===== src/rtl/idp_decoder_11.sv =====
// Two-stage receive decoder: 11-bit IDP/FNS codeword -> DW-bit integer, flags illegal top nibbles.
// Latency 2 cycles, 1 word/cycle; code_ready is combinational from data_ready (no skid buffer).
module idp_decoder_11 #(
  parameter int DW   = 8,
  parameter int ERRW = 16
) (
  input  logic            clock,
  input  logic            reset,
  input  logic [10:0]     codein,
  input  logic            code_valid,
  output logic            code_ready,
  output logic [DW-1:0]   dataout,
  output logic            data_valid,
  input  logic            data_ready,
  output logic            err_nibble,
  output logic [ERRW-1:0] err_count
);
  localparam int SW    = DW + 1;
  localparam int FNS08 = 21;
  localparam int FNS10 = 55;
  localparam int FNS11 = 89;

  logic            w_s2_adv;
  logic            w_s1_adv;
  logic            w_acc;
  logic            w_ill;
  logic [SW-1:0]   w_off;
  logic [SW-1:0]   w_hi;
  logic [SW-1:0]   w_sum;

  logic            r_s1_v;
  logic            r_s1_err;
  logic [SW-1:0]   r_s1_off;
  logic [SW-1:0]   r_s1_hi;
  logic [3:0]      r_s1_lo;
  logic            r_s2_v;
  logic            r_s2_err;
  logic [DW-1:0]   r_dataout;
  logic [ERRW-1:0] r_err_count;

  assign w_s2_adv   = !r_s2_v || data_ready;
  assign w_s1_adv   = !r_s1_v || w_s2_adv;
  assign code_ready = w_s1_adv;
  assign w_acc      = code_valid && w_s1_adv;

  assign dataout    = r_dataout;
  assign data_valid = r_s2_v;
  assign err_nibble = r_s2_err;
  assign err_count  = r_err_count;

  // Only ten top nibbles are produced by the encoder; the rest flag an error.
  always_comb begin
    w_ill = 1'b0;
    w_off = '0;
    case (codein[10:7])
      4'b0000: w_off = '0;
      4'b0001: w_off = SW'(FNS08);
      4'b1000: w_off = SW'(FNS10);
      4'b1001: w_off = SW'(FNS08 + FNS10);
      4'b0011: w_off = SW'(FNS08 + FNS11);
      4'b1100: w_off = SW'(FNS10 + FNS11);
      4'b0110: w_off = SW'(2 * FNS11);
      4'b0111: w_off = SW'(2 * FNS11 + FNS08);
      4'b1110: w_off = SW'(2 * FNS11 + FNS10);
      4'b1111: w_off = SW'(2 * FNS11 + FNS10 + FNS08);
      default: w_ill = 1'b1;
    endcase
  end

  assign w_hi  = (codein[4] ? SW'(5)  : '0)
               + (codein[5] ? SW'(8)  : '0)
               + (codein[6] ? SW'(13) : '0);

  assign w_sum = r_s1_off + r_s1_hi
               + SW'(r_s1_lo[0]) + SW'(r_s1_lo[1])
               + (r_s1_lo[2] ? SW'(2) : '0)
               + (r_s1_lo[3] ? SW'(3) : '0);

  always_ff @(posedge clock or posedge reset) begin
    if (reset) begin
      r_s1_v   <= 1'b0;
      r_s1_err <= 1'b0;
      r_s1_off <= '0;
      r_s1_hi  <= '0;
      r_s1_lo  <= '0;
    end else if (w_s1_adv) begin
      r_s1_v <= w_acc;
      if (w_acc) begin
        r_s1_err <= w_ill;
        r_s1_off <= w_off;
        r_s1_hi  <= w_hi;
        r_s1_lo  <= codein[3:0];
      end
    end
  end

  always_ff @(posedge clock or posedge reset) begin
    if (reset) begin
      r_s2_v    <= 1'b0;
      r_s2_err  <= 1'b0;
      r_dataout <= '0;
    end else if (w_s2_adv) begin
      r_s2_v <= r_s1_v;
      if (r_s1_v) begin
        r_s2_err  <= r_s1_err;
        r_dataout <= r_s1_err ? '0 : w_sum[DW-1:0];
      end
    end
  end

  always_ff @(posedge clock or posedge reset) begin
    if (reset) begin
      r_err_count <= '0;
    end else if (r_s2_v && data_ready && r_s2_err && (r_err_count != '1)) begin
      r_err_count <= r_err_count + ERRW'(1);
    end
  end
endmodule


===== config.mk =====
export PLATFORM = sky130hd
export DESIGN_NAME = idp_decoder_11
export DESIGN_NICKNAME = d
export VERILOG_FILES = /design/src/rtl/idp_decoder_11.sv
export SDC_FILE = /design/constraint.sdc
export NUM_CORES = 1
export LEC_CHECK = 0
export ABC_AREA = 1
export BUFFER_PORTS_ARGS = -buffer_cell sky130_fd_sc_hd__buf_2
export CORE_ASPECT_RATIO = 0.75
export CORE_MARGIN = 2
export CORE_UTILIZATION = 50
export CTS_BUF_LIST = sky130_fd_sc_hd__clkbuf_16
export DETAILED_ROUTE_END_ITERATION = 10
export PLACE_DENSITY = 0.82
export SYNTH_ARGS = -nofsm -noshare
export SYNTH_HDL_FRONTEND = slang
export SYNTH_SLANG_ARGS = --single-unit

===== constraint.sdc =====
create_clock -name clock -period 3.39 [get_ports clock]
set_input_delay 0.339 -clock clock [delete_from_list [all_inputs] [get_ports clock]]
set_output_delay 0.339 -clock clock [all_outputs]
set_load 0.02 [all_outputs]

# [Yosys cells after proc, flatten, opt, wreduce, memory -nomap -nowiden]
# Index checks and enable logic that the tools add are counted.
[op_classes] add_sub_neg=8 reduce_logical=12 muxes=8 n_eq_ne=10
[ops] op="8-bit case mux with 9 select lines" n=1
[ops] op="4-bit == test (second input constant)" n=5
[ops] op="16-bit by 1-bit adder with 16-bit output (second input constant)" n=1
[ops] op="8-bit by 1-bit adder with 8-bit output" n=2
[ops] op="8-bit by 2-bit adder with 8-bit output" n=2
[ops] op="16-bit != test (second input constant)" n=1
[ops] op="10-bit OR reduction" n=1
[ops] op="8-bit by 6-bit adder with 8-bit output" n=1
[ops] op="4-bit by 3-bit == test with 1-bit output (second input constant)" n=2
[ops] op="4-bit 2-to-1 mux" n=2
[ops] op="8-bit 2-to-1 mux" n=1
[ops] op="5-bit by 4-bit adder with 6-bit output" n=1
[ops] op="3-bit by 4-bit adder with 5-bit output" n=1
[ops] op="4-bit by 1-bit == test with 1-bit output (second input constant)" n=1
[ops] op="4-bit by 2-bit == test with 1-bit output (second input constant)" n=1
[ops] op="1-bit logical AND" n=4
[ops] op="4-bit logical NOT" n=1
[ops] op="2-bit 2-to-1 mux" n=2
[ops] op="2-bit AND reduction" n=2
[ops] op="3-bit 2-to-1 mux" n=1
[ops] op="1-bit logical NOT" n=2
[ops] op="1-bit logical OR" n=2
[ops] op="1-bit 2-to-1 mux" n=1
[totals] input_bits=15 word_cells=47 reg_bits=46 output_inout_bits=27

# [Logic depth before layout (Yosys ltp)]
[depth] depth_word=6 depth_mapped=12 ltp_nobuf=12

# [Least setup slack after synthesis]
# OpenSTA, ideal clock, no wires.
[synth_timing] path_type="reg2reg" start="reg r_s1_hi[1]" end="reg r_dataout[5] (netlist: dataout[5])" n_path_buf=0 stages_incl_launch_ff=11 setup_time_ns=0.123 path_slack_ns=0.881 required_ns=3.267 arrival_time_ns=2.386 period_less_slack_ns=2.509 path_cell_list="dfrtp_1 inv_1 fa_1 fa_1 inv_1 ha_1 fa_1 a21oi_1 a21oi_1 o21ai_0 nand2_1"
[synth_via] elab_chain_cells=6
[synth_rtl] item="from (decl)" line_no="34" source="logic [SW-1:0] r_s1_hi;"
[synth_rtl] item="from (signal assigned)" line_no="91" source="r_s1_hi <= w_hi;"
[synth_rtl] item="8-bit by 6-bit adder with 8-bit output" line_no="74" source="assign w_sum = r_s1_off + r_s1_hi"
[synth_rtl] item="8-bit by 1-bit adder with 8-bit output (2 in a row)" line_no="75" source="+ SW'(r_s1_lo[0]) + SW'(r_s1_lo[1])"
[synth_rtl] item="8-bit by 2-bit adder with 8-bit output" line_no="76" source="+ (r_s1_lo[2] ? SW'(2) : '0)"
[synth_rtl] item="8-bit by 2-bit adder with 8-bit output" line_no="77" source="+ (r_s1_lo[3] ? SW'(3) : '0);"
[synth_rtl] item="8-bit 2-to-1 mux" line_no="106" source="r_dataout <= r_s1_err ? '0 : w_sum[DW-1:0];"
[synth_rtl] item="to (signal assigned)" line_no="106"
[synth_rtl] item="to (decl)" line_no="38" source="logic [DW-1:0] r_dataout;"
# Every way passes these cells.
# A chain may end at the register's enable or synchronous reset.

# [Worst setup path after layout]
[layout_timing] start="reg r_s1_off[1]" end="reg r_dataout[5] (netlist: dataout[5])"
[layout_via] elab_chain_cells=6
[layout_rtl] item="from (decl)" line_no="33" source="logic [SW-1:0] r_s1_off;"
[layout_rtl] item="from (signal assigned)" line_no="90" source="r_s1_off <= w_off;"
[layout_rtl] item="8-bit by 6-bit adder with 8-bit output" line_no="74"
[layout_rtl] item="8-bit by 1-bit adder with 8-bit output (2 in a row)" line_no="75"
[layout_rtl] item="8-bit by 2-bit adder with 8-bit output" line_no="76"
[layout_rtl] item="8-bit by 2-bit adder with 8-bit output" line_no="77"
[layout_rtl] item="8-bit 2-to-1 mux" line_no="106"
# Every way passes these cells.

==> summary.md <==
| Metric | Value |
|---|---|
| Crit end category | register |
| Combined global-route utilization of all metal layers | 0.213 |
| Final HPWL from detailed placement | 4.38 mm |
| Setup repair after global routing missed its margin | false |
| Starting density of the core | 0.514 |
| Number of fill cells in the layout | 477 |
| Number of global-route vias before repair | 2165 |
| Worst path setup slack after routing | 718 ps |
| Worst Path Arrival | 2850 ps |
| Endpoint of the worst register-to-register path | dataout[5] |
| Clock root cell | clkbuf_16 |
| Maximum clock skew at final layout | 4.06 ps |
| Wire length of the first global-routing pass | 9.82 mm |
| Final TNS setup | 0 ps |
| Die area | 6020 µm² |
| Internal | 1.19 mW |
| Max rail drop VDD | 0.000235 V |
| Relative slew margins | 0.594 |
| Count of antenna diodes in the layout | 0 |
| Number of standard-cell rows in the floorplan | 23 |
| Flip-flop and latch count after synthesis | 44 |
| Fraction of registers with async set or reset after synthesis | 1.00 |
| Required time at the endpoint of the critical path | 3560 ps |
| Critical path fanouts, max | 3 |
| Leakage | 1.74 nW |
| Slack of the worst reg-to-reg path | 720 ps |
| Post-route fraction of the period consumed by the critical path | 0.788 |
| Overall via count from detail_route | 2402 |
| Detailed-routing iteration count for the pre-antenna-repair pass | 5 |
| Via density per instance | 5.05 |
| GRT Residual Overflow | 0 |
| Classification of the worst setup path | reg -> reg |
| Pre-CTS setup slack | 743 ps |
| Endpoint of the most critical setup path | dataout[5] |
| Pin count of the biggest net entering global routing | 36 |
| CTS tree | built |
| Cell count after synthesis | 358 |
| Total of cells resized after clock tree synthesis | 0 |
| Summed instance area of the synthesized netlist | 2710 µm² |
| Number of max-slew violations in the final report | 0 |
| Fraction of the yosys area taken by sequential cells | 0.407 |
| Min-delay worst type | in -> reg |
| Number of levels in the clock H-tree | 2 |
| Core region area | 5270 µm² |
| Post-synthesis net count | 394 |
| Synth Flop Type | dfrtp_1 |
| Remaining antenna violation count after routing | 0 |
| Maximum clock path buffer count | 2 |
| DR iter-0 viols | 98 |
| Post-layout net count | 436 |
| Setup violators final | 0 |
| Routed WL | 6.06 mm |
| Number of synthesized flops with an enable pin | 0 |
| Hold Violations, Final | 0 |
| Worst hold path depth | 3 |
| Layout cell share with drive strength beyond 1 | 0.140 |
| Clock insertion delay at the later pin of the skew report | 290 ps |
| Yosys warns | 0 |
| Number of unique standard cell types used by synthesis | 27 |
| Average footprint of a synthesized cell | 7.56 µm² |
| Critical register-to-register path startpoint | r_s1_off[1] |
| Measured slew at the worst slew-check pin | 609 ps |
| Number of port buffers | 41 |
| Top-Level Pins | 42 |
| Critical Path Start | r_s1_off[1] |
| Combinational share of power | 0.335 |
| Clock period minus final worst setup slack | 2670 ps |
| Power dissipated by switching net loads | 667 µW |
| Startpoint type of the worst setup path | register |
| Register-to-Register Path Depth | 10 |
| Floorplan die width | 88.9 µm |
| Setup fix buffers added after clock tree synthesis | 0 |
| Number of CTS-inserted buffers | 5 |
| Proportion of total power due to net switching | 0.359 |
| Antenna violations before repair | 0 |
| Power density of the placed cells | 591 nW/µm² |
| Run status | finished clean |
| Peak Freq | 0.374 GHz |
| Clock edge transition at the registers on the reported setup and hold paths | 60 ps |
| Placer's final routability congestion estimate | 0.844 |
| Share of power burned in the clock network | 0.293 |
| Height of the die | 67.7 µm |
| Sequential power share | 0.373 |
| Signed area change from the synthesized netlist to the final layout | 16.0% |
| Clock sink total | 44 |
| Number of violations of the max-capacitance limit | 0 |
| WL per Instance | 12.7 µm |
| # DRC | 0 |
## layout by cell type, fill, tap and decap left out, drive strengths merged, types with 2 or more instances in the layout
cell      n
a22o      2
inv      45
xnor2     7
nand4     8
clkbuf    5
fa        6
a21oi     6
ha       15
clkinv    2
nor2     24
o21ai    21
nand2   148
dfrtp    44
buf      42
nand3    18
## timing repair
| action | CTS | global route |
|---|---|---|
| endpoints found under the hold margin | 9 | 0 |
| hold buffers | 1 | 0 |
| setup endpoints to repair | 0 | 0 |
## flip-flops by register name, summed over array words and instances, names as in the netlist
name and flops:
dataout 8, err_nibble 1, r_s1_off 8, err_count 16
r_s1_v 1, r_s1_hi 4, r_s1_lo 4, data_valid 1
r_s1_err 1
## power groups by stage
stage                     sequential, mW  clock (mW)  combinational, mW
after detailed placement           0.701           0              0.613
after floorplan                    0.771           0              0.362
after global placement             0.697           0              0.591
after global routing               0.707       0.570              0.699
after CTS                          0.692       0.548              0.626
final                              0.692       0.544              0.621
## logic make-up after synthesis
logic type | Yosys count | synth area share
simple gates | 199 | 0.302
buf+inv | 53 | 0.0805
flops | 44 | 0.407
compound gates | 33 | 0.0712
fa+ha+maj | 21 | 0.114
xor+xnor | 8 | 0.0259
## worst min path at each step
stage                     startpoint     endpoint  slack (ps)
final                      codein[0]   r_s1_lo[0]         260
after global routing       codein[1]   r_s1_lo[1]         290
after CTS                  codein[0]   r_s1_lo[0]         260
after detailed placement       reset  r_s1_off[4]         290
after global placement         reset  r_s1_off[4]         280
after floorplan            codein[1]   r_s1_lo[1]         450
## final cells by class
type / instances / area [µm²] / share of cell area
multi-input combinational: 261 / 1390 / 0.442
clock buffer: 5 / 125 / 0.0399
timing repair buffer: 43 / 223 / 0.0709
inverter: 45 / 171 / 0.0546
clock inverter: 3 / 38.8 / 0.0124
sequential: 44 / 1100 / 0.351
tap: 75 / 93.8 / 0.0299
## layer usage
layer | share of wire | up-vias | track usage | wire (µm)
met5 | 0 | - | 0 | 0
met4 | 0.015 | 0 | 0.0653 | 93
met3 | 0.068 | 9 | 0.0452 | 410
met2 | 0.46 | 80 | 0.340 | 2770
met1 | 0.46 | 1111 | 0.293 | 2800
li1 | - | 1202 | - | -
## per-stage QoR
stage	total power [mW]	hold slack (ps)	util	std cells	instance area, µm²
2_1_floorplan	1.13	449	-	358	2710
3_3_place_gp	1.29	282	0.563	467	2970
3_5_place_dp	1.31	289	0.563	467	2970
4_1_cts	1.87	264	0.596	476	3140
5_1_grt	1.98	289	0.596	476	3140
6_report	1.86	262	0.596	476	3140
## worst max-delay path, cell delays in order (launching register included)
cell     delay, ps
dfrtp_1        320
inv_1           60
fa_1           510
fa_1           510
inv_1           40
ha_1           240
fa_1           430
a21oi_1        210
a21oi_1         90
o21ai_0         80
nand2_1         60
## cell usage after synthesis, types with 2 or more instances
cell / number / area, µm²
a21oi_1: 6 / 30.0
a22o_1: 2 / 17.5
buf_6: 2 / 22.5
clkbuf_1: 5 / 18.8
dfrtp_1: 44 / 1100
fa_1: 6 / 120
ha_1: 15 / 188
inv_1: 43 / 161
nand2_1: 146 / 548
nand3_1: 18 / 90.1
nand4_1: 8 / 50.1
nor2_1: 22 / 82.6
nor2_4: 2 / 22.5
o21ai_0: 20 / 100
xnor2_1: 7 / 61.3
Note: power is estimated with default switching activity, not from simulation.
